===== config.mk =====
export PLATFORM = sky130hd
export DESIGN_NAME = fft_cbfp_index_fifo
export DESIGN_NICKNAME = d
export VERILOG_FILES = /design/src/rtl/fft_pkg.sv /design/src/rtl/sync_fifo_fwft.sv /design/src/rtl/fft_cbfp_index_fifo.sv
export SDC_FILE = /design/constraint.sdc
export NUM_CORES = 1
export LEC_CHECK = 0
export CELL_PAD_IN_SITES_DETAIL_PLACEMENT = 1
export CELL_PAD_IN_SITES_GLOBAL_PLACEMENT = 1
export CORE_MARGIN = 5
export CORE_UTILIZATION = 50
export CTS_CLUSTER_SIZE = 20
export DETAILED_ROUTE_END_ITERATION = 6
export PLACE_DENSITY_LB_ADDON = 0.1
export SYNTH_ARGS = -nofsm -noshare
export SYNTH_HDL_FRONTEND = slang
export SYNTH_SLANG_ARGS = --single-unit

===== constraint.sdc =====
create_clock -name clk -period 5.6 [get_ports clk]
set_input_delay 1.12 -clock clk [delete_from_list [all_inputs] [get_ports clk]]
set_output_delay 1.12 -clock clk [all_outputs]
set_load 0.02 [all_outputs]

===== src/rtl/fft_pkg.sv =====
// Shared types and constants for the CBFP scale-index tracking path.
package fft_pkg;

    localparam int IDX_W = 5;
    localparam int BEATS = 32;

    typedef struct packed {
        logic             sof;
        logic             eof;
        logic [IDX_W-1:0] h;
        logic [IDX_W-1:0] l;
    } cbfp_idx_t;

endpackage


===== src/rtl/sync_fifo_fwft.sv =====
// First-word-fall-through synchronous FIFO with an occupancy count and sticky error flags.
module sync_fifo_fwft #(
    parameter int WIDTH = 12,
    parameter int DEPTH = 64
) (
    input  logic                   clk,
    input  logic                   rstn,
    input  logic                   wr_en,
    input  logic [WIDTH-1:0]       wr_data,
    input  logic                   rd_en,
    output logic [WIDTH-1:0]       rd_data,
    output logic                   full,
    output logic                   empty,
    output logic [$clog2(DEPTH):0] level,
    output logic                   overflow,
    output logic                   underflow
);

    localparam int AW    = $clog2(DEPTH);
    localparam int LVL_W = AW + 1;

    logic [WIDTH-1:0] mem [DEPTH];
    logic [AW-1:0]    wr_ptr;
    logic [AW-1:0]    rd_ptr;
    logic             do_wr;
    logic             do_rd;

    assign full    = (level == LVL_W'(DEPTH));
    assign empty   = (level == '0);
    assign do_rd   = rd_en && !empty;
    // A pop in the same cycle frees the slot, so a write at full is still accepted.
    assign do_wr   = wr_en && (!full || rd_en);
    assign rd_data = mem[rd_ptr];

    always_ff @(posedge clk) begin
        if (do_wr) begin
            mem[wr_ptr] <= wr_data;
        end
    end

    always_ff @(posedge clk) begin
        if (!rstn) begin
            wr_ptr    <= '0;
            rd_ptr    <= '0;
            level     <= '0;
            overflow  <= 1'b0;
            underflow <= 1'b0;
        end else begin
            if (do_wr) begin
                wr_ptr <= wr_ptr + AW'(1);
            end
            if (do_rd) begin
                rd_ptr <= rd_ptr + AW'(1);
            end
            case ({do_wr, do_rd})
                2'b10:   level <= level + LVL_W'(1);
                2'b01:   level <= level - LVL_W'(1);
                default: level <= level;
            endcase
            if (wr_en && full && !rd_en) begin
                overflow <= 1'b1;
            end
            if (rd_en && empty) begin
                underflow <= 1'b1;
            end
        end
    end

endmodule


===== src/rtl/fft_cbfp_index_fifo.sv =====
// Tags CBFP scale indices with frame position, buffers them for the downstream consumer,
// and tracks the minimum index of each completed frame.
module fft_cbfp_index_fifo #(
    parameter int IDX_W = fft_pkg::IDX_W,
    parameter int DEPTH = 64,
    parameter int BEATS = fft_pkg::BEATS
) (
    input  logic                   clk,
    input  logic                   rstn,
    input  logic                   valid_in,
    input  logic [IDX_W-1:0]       index_h_in,
    input  logic [IDX_W-1:0]       index_l_in,
    input  logic                   rd_en,
    output logic                   idx_valid,
    output logic [IDX_W-1:0]       index_h_out,
    output logic [IDX_W-1:0]       index_l_out,
    output logic                   sof_out,
    output logic                   eof_out,
    output logic [IDX_W-1:0]       frame_min_h,
    output logic [IDX_W-1:0]       frame_min_l,
    output logic                   frame_done,
    output logic                   fifo_full,
    output logic                   fifo_empty,
    output logic [$clog2(DEPTH):0] level,
    output logic                   overflow,
    output logic                   underflow
);

    import fft_pkg::*;

    localparam int BW = $clog2(BEATS);

    logic [BW-1:0]    beat_cnt;
    logic             is_sof;
    logic             is_eof;
    cbfp_idx_t        wr_entry;
    cbfp_idx_t        head;
    logic [IDX_W-1:0] run_min_h;
    logic [IDX_W-1:0] run_min_l;
    logic [IDX_W-1:0] next_min_h;
    logic [IDX_W-1:0] next_min_l;

    function automatic logic [IDX_W-1:0] umin(input logic [IDX_W-1:0] a, input logic [IDX_W-1:0] b);
        return (a < b) ? a : b;
    endfunction

    assign is_sof     = (beat_cnt == '0);
    assign is_eof     = (beat_cnt == BW'(BEATS - 1));
    assign next_min_h = umin(run_min_h, index_h_in);
    assign next_min_l = umin(run_min_l, index_l_in);

    always_comb begin
        wr_entry     = '0;
        wr_entry.sof = is_sof;
        wr_entry.eof = is_eof;
        wr_entry.h   = index_h_in;
        wr_entry.l   = index_l_in;
    end

    // Beat counter runs on every strobe, dropped or not, so framing follows the data stream.
    always_ff @(posedge clk) begin
        if (!rstn) begin
            beat_cnt <= '0;
        end else if (valid_in) begin
            beat_cnt <= is_eof ? '0 : beat_cnt + BW'(1);
        end
    end

    always_ff @(posedge clk) begin
        if (!rstn) begin
            run_min_h   <= '1;
            run_min_l   <= '1;
            frame_min_h <= '0;
            frame_min_l <= '0;
            frame_done  <= 1'b0;
        end else begin
            frame_done <= valid_in && is_eof;
            if (valid_in) begin
                if (is_eof) begin
                    frame_min_h <= next_min_h;
                    frame_min_l <= next_min_l;
                    run_min_h   <= '1;
                    run_min_l   <= '1;
                end else begin
                    run_min_h   <= next_min_h;
                    run_min_l   <= next_min_l;
                end
            end
        end
    end

    sync_fifo_fwft #(
        .WIDTH ($bits(cbfp_idx_t)),
        .DEPTH (DEPTH)
    ) u_fifo (
        .clk       (clk),
        .rstn      (rstn),
        .wr_en     (valid_in),
        .wr_data   (wr_entry),
        .rd_en     (rd_en),
        .rd_data   (head),
        .full      (fifo_full),
        .empty     (fifo_empty),
        .level     (level),
        .overflow  (overflow),
        .underflow (underflow)
    );

    // Head fields are forced to zero when nothing is stored so stale storage never leaks out.
    assign idx_valid   = !fifo_empty;
    assign index_h_out = idx_valid ? head.h   : '0;
    assign index_l_out = idx_valid ? head.l   : '0;
    assign sof_out     = idx_valid ? head.sof : 1'b0;
    assign eof_out     = idx_valid ? head.eof : 1'b0;

endmodule

==> After elaboration in Yosys (flattened, before gate mapping) <==
Memory sizes are Yosys's and may differ from the RTL's. A register that Yosys moved wholly into a read port is not among the register bits.
Index checks and enable logic that the tools add are counted.
{ "totals": {"register_bits": 47, "ramBits": 768, "in_bits": 14, "elab_cells": 51, "n_memories": 1} }
{ "classes": {"add_sub_neg": 5, "n_lt_le_gt_ge": 2, "n_eq_ne": 4, "mux": 14, "reduce_logical": 14} }
{ "memory_table": {"columns": ["name", "words", "width", "read_ports", "rd_clocked_by_memory_dff", "wr", "line", "source"], "rows": [
  ["u_fifo.mem", 64, 12, 1, 1, 1, "sync_fifo_fwft.sv:22", "logic [WIDTH-1:0] mem [DEPTH];"]
]} }
{ "ops": {"columns": ["cell", "n"], "rows": [
  ["5-bit two-way mux", 7],
  ["7-bit one-hot mux with 2 select lines", 1],
  ["6-bit by 1-bit adder with 6-bit output, second input constant", 2],
  ["6-bit two-way mux", 2],
  ["5-bit < comparator", 2],
  ["7-bit by 1-bit adder with 7-bit output, second input constant", 1],
  ["7-bit equality test, second input constant", 1],
  ["7-bit zero test", 1],
  ["7-bit by 1-bit subtractor with 7-bit output, second input constant", 1],
  ["1-bit logical AND", 6],
  ["5-bit by 1-bit adder with 5-bit output, second input constant", 1],
  ["5-bit equality test, second input constant", 1],
  ["5-bit zero test", 1],
  ["1-bit two-way mux", 4],
  ["1-bit zero test", 3],
  ["2-bit by 1-bit equality test with 1-bit output, second input constant", 1],
  ["2-bit equality test, second input constant", 1],
  ["2-bit AND reduction", 1],
  ["2-bit nonzero test", 1],
  ["1-bit logical OR", 1]
]} }

==> Depth between registers and ports, before layout <==
{ "depth": {"depth_word": 6, "mapped_depth": 16} }

==> Cells and area by module <==
A second synthesis with hierarchy kept.
{ "unflattened": {"cells_unflattened": 1619, "area_unflattened_um2": 32346.0} }
{ "by_module_without_submodules": {"columns": ["module", "n_inst", "cells_per_inst", "area_per_inst_um2", "seq_area_each_um2"], "rows": [
  ["sync_fifo_fwft", 1, 1462, 30837.1, 23602.6],
  ["fft_cbfp_index_fifo", 1, 157, 1508.9, 520.5]
]} }

==> Worst setup path after synthesis <==
OpenSTA, ideal clock, no wires.
{ "synth_path": {"path_type": "flip-flop to flip-flop", "start": "register beat_cnt[0]", "end": "memory u_fifo.mem[0][11], data pin", "t_arrival_ns": 4.205, "setup_slack_ns": 0.478, "stages_incl_launch_ff": 4, "path_buffers": 0, "path_cell_list": "dfxtp_1 -> inv_1 -> ha_1 -> nor4b_1"} }
{ "synth_via": {"elab_chain_cells": 1} }
{ "synth_rtl": {"columns": ["item", "line", "source"], "rows": [
  ["from (decl)", "fft_cbfp_index_fifo.sv:33", "logic [BW-1:0] beat_cnt;"],
  ["from (signal assigned)", "fft_cbfp_index_fifo.sv:65", "beat_cnt <= is_eof ? '0 : beat_cnt + BW'(1);"],
  ["5-bit zero test", "fft_cbfp_index_fifo.sv:47", "assign is_sof = (beat_cnt == '0);"],
  ["via is_sof", "fft_cbfp_index_fifo.sv:34", "logic is_sof;"],
  ["to (decl)", "sync_fifo_fwft.sv:22", null]
]} }
The timed path passes the listed nets, and every way through them passes these cells.

==> impl_metrics.json <==
{
  "status": "finished, final reports clean",
  "cts_root_buf": "clkbuf_16",
  "holdWs_ps": 460,
  "grt_max_degree": 68,
  "layout_commonest_cell": "edfxtp_1",
  "setup-violations-final": 0,
  "die_w_um": 264,
  "die_y_um": 264,
  "io_buffers": 48,
  "fin_nets": 1797,
  "power.leakage_uw": 0.0116,
  "postRouteAntennaNets": 0,
  "drive_gt1_share_pct": 24.2,
  "grt_pass1_vias": 17500,
  "cp.arrival_ps": 4150,
  "syn_area_um2": 32200,
  "areaGrowthSynthToFinish_pct": 14.3,
  "fin_crit_ps": 5270,
  "regArea_um2": 24100,
  "startpoint_type": "flip-flop",
  "hold_depth": 2,
  "grt_antenna_before_repair": 5,
  "h-tree-depth": 3,
  "syn_inst": 1605,
  "hold_violations": 0,
  "io_pins": 49,
  "clk_pin_slew_ps": 60,
  "tns_ps": 0,
  "cts.sinks": 821,
  "vias_per_cell": 6.13,
  "wl_per_cell_um": 31.9,
  "grt_pass1_wl_mm": 125,
  "coreArea_um2": 64100,
  "vias": 16500,
  "min_to": "frame_min_l[3]",
  "cp-end-kind": "output pin",
  "r2r_cells": 13,
  "worstPathRequired_ps": 4480,
  "async_flop_share_pct": 0,
  "slew_violations": 0,
  "critPathKind": "reg2out",
  "avgSynthCellArea_um2": 20.1,
  "path_max_fanout": 26,
  "power.density_nw_per_um2": 415,
  "reg2reg_from": "u_fifo.level[1]",
  "regToRegSetupSlack_ps": 2080,
  "grt_setup_unrepaired": "false",
  "wl_mm": 85.7,
  "relSlewSlack_pct": 22.9,
  "numCtsBuffers": 83,
  "hold_path.class": "reg2reg",
  "synth.net_count": 1634,
  "hold_buffers": 0,
  "start_util_pct": 50.3,
  "cts_resized": 0,
  "die_area_um2": 69600,
  "tightest_slew_ps": 1150,
  "gp_congestion": 0.835,
  "r2r_end": "u_fifo.level[6]",
  "nFillCells": 5490,
  "layout_common_cells": "edfxtp_1 (768), mux4_2 (178), buf_4 (115)",
  "synth-seq-cells": 821,
  "place_hpwl_mm": 53.1,
  "drc": 0,
  "cts_tree": "built",
  "cts_setup_buffers": 0,
  "clock_latency_ps": 640,
  "cap_viol_max_count": 0,
  "fmax_ghz": 0.190,
  "min_from": "frame_min_l[3]",
  "overflow": 0,
  "synth_edf_count": 768,
  "first_pass_iters": 5,
  "yosysSeqAreaShare_pct": 74.9,
  "period_share_pct": 94.1,
  "yosys_warnings": 0,
  "multi_input_area_um2": 7440,
  "drt_iter0_drc": 1698,
  "synth_ff_type": "edfxtp_1",
  "grt_usage_pct": 24.6,
  "yosys.cell_types.count": 59,
  "row_count": 93,
  "vdd.ir_drop.worst_mv": 0.293,
  "cts_max_path_buffers": 3,
  "finClkSkew_ps": 23.0
}
[per-stage QoR]
step                setup WS [ps]  utilization, %  area (µm²)  std cells  total power, µW
finish                        330            57.5       36800       2689            15300
CTS                           336            57.5       36800       2687            15400
global placement             1020            53.2       34100       2538             9830
floorplan                     478               -       32200       1605             8800
detailed placement           1020            53.2       34100       2538             9860
global route                  159            57.5       36800       2687            15800
[power by group]
part           switching (µW)  total (µW)  internal (µW)  leakage (µW)
logic                    1560        2770           1210       0.00293
clock network            2310        5600           3290       0.00133
registers                 145        6940           6790       0.00737
total                    4010       15300          11300        0.0116
[Yosys cell counts, drive strengths merged (2+ instances only)]
cell type / number / share of area [%]
a2111oi: 3 / 0.10
a211oi: 4 / 0.093
a21boi: 10 / 0.23
a21o: 3 / 0.070
a21oi: 25 / 0.39
a221oi: 2 / 0.054
a22o: 7 / 0.19
a22oi: 29 / 0.68
a311o: 10 / 0.31
a31oi: 2 / 0.039
and2: 2 / 0.039
and3: 3 / 0.058
buf: 65 / 1.6
clkbuf: 25 / 0.29
dfxtp: 53 / 3.3
edfxtp: 768 / 72
ha: 15 / 0.58
inv: 18 / 0.21
mux2i: 44 / 1.4
mux4: 193 / 14
nand2: 44 / 0.51
nand2b: 8 / 0.16
nand3: 9 / 0.16
nand3b: 4 / 0.10
nand4: 5 / 0.097
nor2: 113 / 1.3
nor2b: 12 / 0.23
nor3: 27 / 0.45
nor4: 3 / 0.058
o211ai: 2 / 0.047
o21a: 2 / 0.047
o21ai: 19 / 0.30
o22ai: 39 / 0.76
or2: 2 / 0.039
or3: 3 / 0.058
or3b: 2 / 0.054
or4: 3 / 0.070
xnor2: 7 / 0.19
xor2: 12 / 0.33
[flip-flops by register name, indices dropped and copies added (netlist names), named ones only]
register,count
frame_done,1
frame_min_h,5
u_fifo.overflow,1
u_fifo.mem,768
beat_cnt,5
frame_min_l,5
run_min_h,5
run_min_l,5
u_fifo.wr_ptr,6
u_fifo.level,7
u_fifo.rd_ptr,6
u_fifo.underflow,1
[layout make-up]
cell class | count | area share (%)
antenna | 2 | 0.0136
clock buffer | 105 | 6.06
clock inverter | 44 | 1.37
inverter | 18 | 0.183
multi-input combinational | 676 | 20.2
sequential | 821 | 65.5
tap | 855 | 2.90
timing repair buffer | 168 | 3.78
[worst max-delay path by stage]
stage	startpoint	endpoint	slack (ps)	depth (start not counted)
final	flip-flop	index_l_out[3]	330	7
after global routing	flip-flop	index_l_out[3]	160	9
after CTS	flip-flop	index_l_out[3]	340	7
after detailed placement	flip-flop	index_l_out[3]	1020	7
after global placement	flip-flop	index_l_out[1]	1020	7
after floorplan	beat_cnt[0]	u_fifo.mem[0][11]	480	3
[cells by family after synthesis]
logic type | share of synthesized area (%)
adders and majority gates | 0.582
and+or+nand+nor | 3.45
AOI/OAI and AO/OA | 3.44
DFF | 74.9
muxes | 15.1
xor gates and xnor gates | 0.516
buffers and inverters | 2.08
[routing by layer]
layer	up-vias	share of wire, %	GRT usage [%]	wire (µm)
met5	-	0	0	0
met4	0	3.2	8.17	2770
met3	120	6.7	5.62	5730
met2	567	49	39.5	41700
met1	8858	41	34.0	35600
li1	6934	-	-	-
[critical path, cell delays in order, from the launching register on]
cell,delay (ps)
dfxtp_4,670
buf_4,560
mux2i_1,160
a2111oi_1,840
buf_4,240
o221ai_1,130
nand2_1,230
clkdlybuf4s50_1,640
(Power assumes the default switching activity.)
